File: config.mk
export PLATFORM = sky130hd
export DESIGN_NAME = seq_mul_ctrl
export DESIGN_NICKNAME = d
export VERILOG_FILES = /design/src/rtl/seq_mul_pkg.sv /design/src/rtl/mul_shift_unit.sv /design/src/rtl/seq_mul_ctrl.sv
export SDC_FILE = /design/constraint.sdc
export NUM_CORES = 1
export LEC_CHECK = 0
export BUFFER_PORTS_ARGS = -buffer_cell sky130_fd_sc_hd__buf_4
export CAP_MARGIN = 15
export CORE_MARGIN = 2
export CORE_UTILIZATION = 52
export CTS_CLUSTER_DIAMETER = 30
export DETAILED_ROUTE_END_ITERATION = 8
export MAX_ROUTING_LAYER = met4
export PLACE_DENSITY = 0.85
export SLEW_MARGIN = 10
export SYNTH_ARGS = -nofsm -noshare
export SYNTH_HDL_FRONTEND = slang
export SYNTH_HIERARCHICAL = 1
export SYNTH_SLANG_ARGS = --single-unit
File: constraint.sdc
create_clock -name clk -period 2.2 [get_ports clk]
set_input_delay 0.11 -clock clk [delete_from_list [all_inputs] [get_ports clk]]
set_output_delay 0.11 -clock clk [all_outputs]
set_load 0.005 [all_outputs]
File: src/rtl/seq_mul_pkg.sv
// Shared types and constants for the lab05 sequential shift-and-add multiplier.
package seq_mul_pkg;

  typedef enum logic [1:0] {
    IDLE = 2'd0,
    RUN  = 2'd1,
    DONE = 2'd2
  } state_t;

  localparam int MUL_N = 4;

  // Bit-index width; a 1-bit operand still needs a 1-bit counter.
  function automatic int idx_w(input int n);
    return (n > 1) ? $clog2(n) : 1;
  endfunction

endpackage

File: src/rtl/mul_shift_unit.sv
// Combinational power-of-two shifter: zero-extends a to 2N bits and shifts left by i.
module mul_shift_unit
  import seq_mul_pkg::*;
#(
  parameter int N  = MUL_N,
  parameter int IW = idx_w(N)
) (
  input  logic [N-1:0]   a,
  input  logic [IW-1:0]  i,
  output logic [2*N-1:0] shifted
);

  assign shifted = {{N{1'b0}}, a} << i;

endmodule

File: src/rtl/seq_mul_ctrl.sv
// Sequential shift-and-add multiplier controller, one multiplier bit per cycle.
// Define SEQ_MUL_EARLY_EXIT_EN to finish as soon as the remaining multiplier bits are zero.
module seq_mul_ctrl
  import seq_mul_pkg::*;
#(
  parameter int N = MUL_N
) (
  input  logic           clk,
  input  logic           rst,
  input  logic           start,
  input  logic [N-1:0]   a,
  input  logic [N-1:0]   b,
  output logic           busy,
  output logic           done,
  output logic [2*N-1:0] product,
  output logic           be4
);

  localparam int IW = idx_w(N);
  localparam logic [IW-1:0] LAST_IDX = IW'(N - 1);

  state_t           state;
  state_t           state_next;
  logic [N-1:0]     a_q;
  logic [N-1:0]     b_q;
  logic [IW-1:0]    idx;
  logic [2*N-1:0]   acc;
  logic [2*N-1:0]   shifted;
  logic [2*N-1:0]   acc_next;
  logic             last_bit;
  logic             accept;

  mul_shift_unit #(
    .N  (N),
    .IW (IW)
  ) u_shift (
    .a       (a_q),
    .i       (idx),
    .shifted (shifted)
  );

  // Sum cannot exceed (2^N-1)^2, so 2N bits never overflow.
  assign acc_next = b_q[idx] ? (acc + shifted) : acc;

`ifdef SEQ_MUL_EARLY_EXIT_EN
  logic [N-1:0] b_rest;
  assign b_rest   = (b_q >> idx) >> 1;
  assign last_bit = (idx == LAST_IDX) || (b_rest == '0);
`else
  assign last_bit = (idx == LAST_IDX);
`endif

  always_ff @(posedge clk or posedge rst) begin
    if (rst) state <= IDLE;
    else     state <= state_next;
  end

  always_comb begin
    state_next = state;
    busy       = 1'b0;
    done       = 1'b0;
    accept     = 1'b0;
    case (state)
      IDLE: begin
        if (start) begin
          accept     = 1'b1;
          state_next = RUN;
        end
      end
      RUN: begin
        busy = 1'b1;
        if (last_bit) state_next = DONE;
      end
      DONE: begin
        busy       = 1'b1;
        done       = 1'b1;
        state_next = IDLE;
      end
      default: state_next = IDLE;
    endcase
  end

  // Operand capture, accumulation and result registers; product/be4 move only on entry to DONE.
  always_ff @(posedge clk or posedge rst) begin
    if (rst) begin
      a_q     <= '0;
      b_q     <= '0;
      idx     <= '0;
      acc     <= '0;
      product <= '0;
      be4     <= 1'b1;
    end else if (accept) begin
      a_q <= a;
      b_q <= b;
      idx <= '0;
      acc <= '0;
    end else if (state == RUN) begin
      acc <= acc_next;
      idx <= idx + 1'b1;
      if (last_bit) begin
        product <= acc_next;
        be4     <= (acc_next[1:0] == 2'b00);
      end
    end
  end

endmodule

## Yosys cells after proc, flatten, opt, wreduce, memory -nomap -nowiden

Index checks and enable logic that the tools add are counted.

| word-level totals | value |
|---|---|
| register bits | 29 |
| bits of input ports | 11 |
| output and inout bits | 11 |
| logic and storage cells | 37 |

| cells by class | value |
|---|---|
| add/sub/neg operators | 2 |
| magnitude comparators | 1 |
| equal/unequal tests | 5 |
| shift operators | 1 |
| mux-type cells | 14 |
| bitwise logic cells | 1 |
| reduce and logical (&&, ||, !) cells | 6 |

Operators with widths:

| cell | number |
|---|---|
| 8-bit two-way mux | 3 |
| 8-bit adder | 1 |
| 2-bit two-way mux | 4 |
| 4-bit by 2-bit left shift with 8-bit output | 1 |
| 1-bit two-way mux | 5 |
| 2-bit == test (second input constant) | 2 |
| 2-bit zero test | 2 |
| 2-bit inequality test (second input constant) | 2 |
| 2-bit case mux with 2 select lines | 1 |
| 2-bit by 3-bit < comparator with 1-bit output (second input constant) | 1 |
| 3-bit AND reduction | 1 |
| 2-bit by 1-bit adder with 2-bit output (second input constant) | 1 |
| 1-bit binary-select mux with 2-bit select | 1 |
| 2-bit by 1-bit == test with 1-bit output (second input constant) | 1 |
| 2-bit AND reduction | 1 |
| 2-bit nonzero test | 1 |
| 2-bit OR reduction | 1 |
| 1-bit inverter | 1 |

## Logic depth before layout (Yosys ltp)

| logic depth | value |
|---|---|
| depth in word-level cells | 5 |
| mapped depth | 9 |
| depth with buffers taken out | 8 |

## Hierarchy

The synthesis kept the hierarchy.

By module, submodules not included:

| module | times used | cells each | area each (um^2) |
|---|---|---|---|
| seq_mul_ctrl | 1 | 175 | 1625.3 |
| mul_shift_unit | 1 | 16 | 118.9 |

## Worst setup path before layout

No wires, ideal clock.

| timing | value |
|---|---|
| kind | reg-to-reg |
| from | register idx[0] |
| to | register product[6] |
| setup time | 125 ps |
| arrival | 2202 ps |
| required time | 2075 ps |
| setup slack | -127 ps |
| cell stages (with the launch flop) | 10 |
| buffers on the path | 1 |
| period minus slack after synthesis | 2327 ps |
| path through | dfrtp_1 buf_6 mux2i_1 nor2_1 fa_1 a21oi_1 o21a_1 o311ai_1 mux2_4 mux2_2 |

| between the ends | value |
|---|---|
| word-level cells in the longest chain between the ends | 3 |

Ends and longest elaborated chain:

| item | line | text |
|---|---|---|
| from (decl) | seq_mul_ctrl.sv:26 | `logic [IW-1:0] idx;` |
| from (signal assigned) | seq_mul_ctrl.sv:99 | `idx <= idx + 1'b1;` |
| 4-bit by 2-bit left shift with 8-bit output | mul_shift_unit.sv:13 | `assign shifted = {{N{1'b0}}, a} << i;` |
| via shifted[1] | seq_mul_ctrl.sv:28 | `logic [2*N-1:0] shifted;` |
| 8-bit adder | seq_mul_ctrl.sv:43 | `assign acc_next = b_q[idx] ? (acc + shifted) : acc;` |
| 8-bit two-way mux | seq_mul_ctrl.sv:43 |  |
| to (signal assigned) | seq_mul_ctrl.sv:101 | `product <= acc_next;` |
| to (decl) | seq_mul_ctrl.sv:15 | `output logic [2*N-1:0] product,` |

The timed path passes the listed nets, and every way through them passes these cells. The select of a mux whose other input is x is not followed.
A chain may end at the register's enable or synchronous reset.

## Worst setup path after layout

Ends and elaborated chain as after synthesis.

==> reports/metrics.yaml <==
run_status:
  status: "complete, but fails checks"
  failed_checks: "negative setup slack"
routing:
  viasPerCell: 5.20
  first_iter_violations: 61
  drt_first_pass_iters: 4
  ant_nets: 0
  routed_wl_mm: 3.63
  wl_per_cell_um: 12.9
  drcViolationCount: 0
  num_vias: 1467
floorplan:
  rows: 21
  die_x_um: 61.9
  initial_core_util: 0.531
  fp.coreArea_um2: 3280
  die_area_um2: 3830
  ioPinCount: 22
  die_h_um: 61.9
job:
  drv_cap: 0
timing:
  rsz0062_at_grt: "true"
  slew_violations: 0
  finalClockSkew_ns: 0.00520
  setup_violations: 2
  hold_viol: 0
  worst_pin_slew_ns: 0.683
  relSlewSlack: 0.544
  fin_crit_ns: 2.33
  fmax_ghz: 0.429
  post-route-period-util: 1.06
  layout_setup_ws_ns: -0.133
power_and_ir_drop:
  total_power_w: 0.00321
  leakage_nw: 1.07
  ir_drop_v: 0.000797
  powerDensity_nw_per_um2: 1430
layout:
  utilization: 0.683
  diodes: 0
  syn_to_final_growth_pct: 28.6
  drive_gt1_frac: 0.263
  fillers: 247
  finalNonFillerCells: 282
  nets: 259
setup_path:
  rrSetupSlack_ns: -0.13
  cp.arrival_ns: 2.56
  worst-setup-path-type: "reg -> reg"
  end_kind: "register"
  worst_ep_required_time_ns: 2.43
  cp-start-kind: "register"
  crit_fanout: 6
global_routing:
  grt_usage: 0.230
  grt_first_pass_wirelength_mm: 6.07
  grt_max_degree: 30
  antenna_found_initial: 0
  overflow: 0
  grt_pass1_vias: 1403
placed_design:
  gp_congestion: 0.897
  dp_cells: 262
  dp_hpwl_mm: 2.52
  port_buffers: 21
clocking:
  htree_levels: 2
  insertion_delay_ns: 0.34
  clk_pin_slew_ns: 0.09
  cts_buffer_depth: 2
  cts_made_buffers: 5
  tritoncts: "done"
  root_buffer: "clkbuf_4"
  cts_sinks: 29
synth:
  synth_cell_types: 37
  yosys_warnings: 6
  yosysSeqAreaShare: 0.417
  syn-num-nets: 215
  avgSynthCellArea_um2: 9.13
  ys_seq_elements: 29
  postSynthCellCount: 191
  netlist_area_um2: 1740
min_path:
  hp-class: "in -> reg"
layout by cell type, fill, tap and decap left out, types with 8 or more instances in the layout:
| cell type | netlist | layout |
|---|---|---|
| nand2_1 | 51 | 51 |
| buf_4 | 1 | 37 |
| dfrtp_1 | 28 | 27 |
| a21oi_1 | 14 | 12 |
| ha_1 | 12 | 10 |
| o21ai_0 | 10 | 9 |
| mux2i_1 | 12 | 9 |
| dlygate4sd3_1 | 0 | 9 |
| inv_1 | 8 | 8 |
power by group:
group	switching, W	internal [W]
sequential	0.000196	0.000768
combinational	0.000959	0.000942
clock	0.000185	0.000157
total	0.00134	0.00187
critical path: stages, from the launching register on:
cell and delay, ns:
dfrtp_2 0.47, buf_4 0.15, nor3b_2 0.16, ha_2 0.23, fa_2 0.22, a21oi_2 0.08, o2111ai_2 0.23, o311ai_2 0.15
mux2_4 0.27, mux2_2 0.25
area by class of cell:
type | instances | area (um^2) | area share
multi-input cells | 145 | 1000 | 0.446
well taps | 46 | 57.6 | 0.0257
flip-flops and latches | 29 | 728 | 0.325
repair buffers | 46 | 368 | 0.164
clock buffers | 8 | 58.8 | 0.0262
inverters | 8 | 30.0 | 0.0134
timing repair:
item | 4_1_cts | 5_1_grt
gates resized for setup | 5 | 6
gates cloned | 0 | 0
setup endpoints to repair | 5 | 6
hold buffers | 9 | 0
pin swaps | 4 | 5
endpoints found under the hold margin | 36 | 0
setup buffers | 1 | 2
stage by stage:
stage | instance area [um^2] | setup WS (ns) | hold slack [ns] | TNS, ns
2_1_floorplan | 1760 | -0.0201 | 0.187 | -0.0201
3_3_place_gp | 2020 | -0.0189 | 0.204 | -0.0189
3_5_place_dp | 2020 | -0.0920 | 0.211 | -0.176
4_1_cts | 2200 | -0.0548 | 0.105 | -0.0802
5_1_grt | 2240 | -0.221 | 0.116 | -0.578
6_report | 2240 | -0.133 | 0.102 | -0.184
flip-flops by register name, summed over array words and instances (netlist names):
register	flops
idx	2
acc	8
state	2
product	8
be4	1
b_q	4
a_q	4
worst paths after layout:
check / startpoint / endpoint / cells after the start
max in group asynchronous: rst / be4 / 4
min in group asynchronous: rst / a_q[2] / 4
worst max-delay path: idx[0] / product[6] / 9
worst min register to register: be4 / be4 / 2
worst min-delay path: start / state[1] / 3
worst max register to register: idx[0] / product[6] / 9
cell families (layout without fill, tap and decap cells):
kind of cell | count (synthesis) | in the layout | synth area share
other | 1 | 1 | 0.00215
AOI/OAI and AO/OA | 42 | 42 | 0.144
DFF | 29 | 29 | 0.417
adders and majority gates | 13 | 13 | 0.0976
buffers and inverters | 17 | 62 | 0.0481
and+or+nand+nor | 68 | 68 | 0.164
xor gates and xnor gates | 6 | 6 | 0.0301
muxes | 15 | 15 | 0.0968
routing by layer:
metal	global-route usage	part of all wire	up-vias
met5	-	0	-
met4	0.0881	0.018	0
met3	0.0932	0.047	9
met2	0.361	0.50	34
met1	0.262	0.44	686
li1	-	-	738
Yosys cell counts:
cell | instances | area share
o21ai_1 | 3 | 0.0086
mux2i_1 | 12 | 0.069
nor2b_1 | 2 | 0.0072
dfrtp_1 | 28 | 0.40
o311ai_1 | 1 | 0.0050
mux2_2 | 1 | 0.0065
buf_4 | 1 | 0.0043
xnor2_1 | 3 | 0.015
o211ai_1 | 3 | 0.013
or3_1 | 1 | 0.0036
a22oi_1 | 1 | 0.0043
mux2_4 | 1 | 0.0086
dfstp_2 | 1 | 0.015
xor2_1 | 3 | 0.015
o2111ai_1 | 2 | 0.010
a21o_1 | 2 | 0.0086
o21a_1 | 3 | 0.013
nor3b_1 | 2 | 0.0086
nor2_1 | 5 | 0.011
a211oi_1 | 2 | 0.0086
buf_2 | 1 | 0.0029
and2_1 | 2 | 0.0072
and3_2 | 1 | 0.0043
nand2_1 | 51 | 0.11
inv_1 | 8 | 0.017
ha_1 | 12 | 0.086
a21oi_1 | 14 | 0.040
conb_1 | 1 | 0.0022
clkbuf_1 | 5 | 0.011
nor3_1 | 1 | 0.0029
o21ai_0 | 10 | 0.029
fa_1 | 1 | 0.011
nand3_1 | 2 | 0.0057
o21bai_1 | 1 | 0.0043
buf_6 | 2 | 0.013
nand3b_1 | 1 | 0.0043
mux4_2 | 1 | 0.013
No activity file was read; power rests on OpenSTA's default activity.
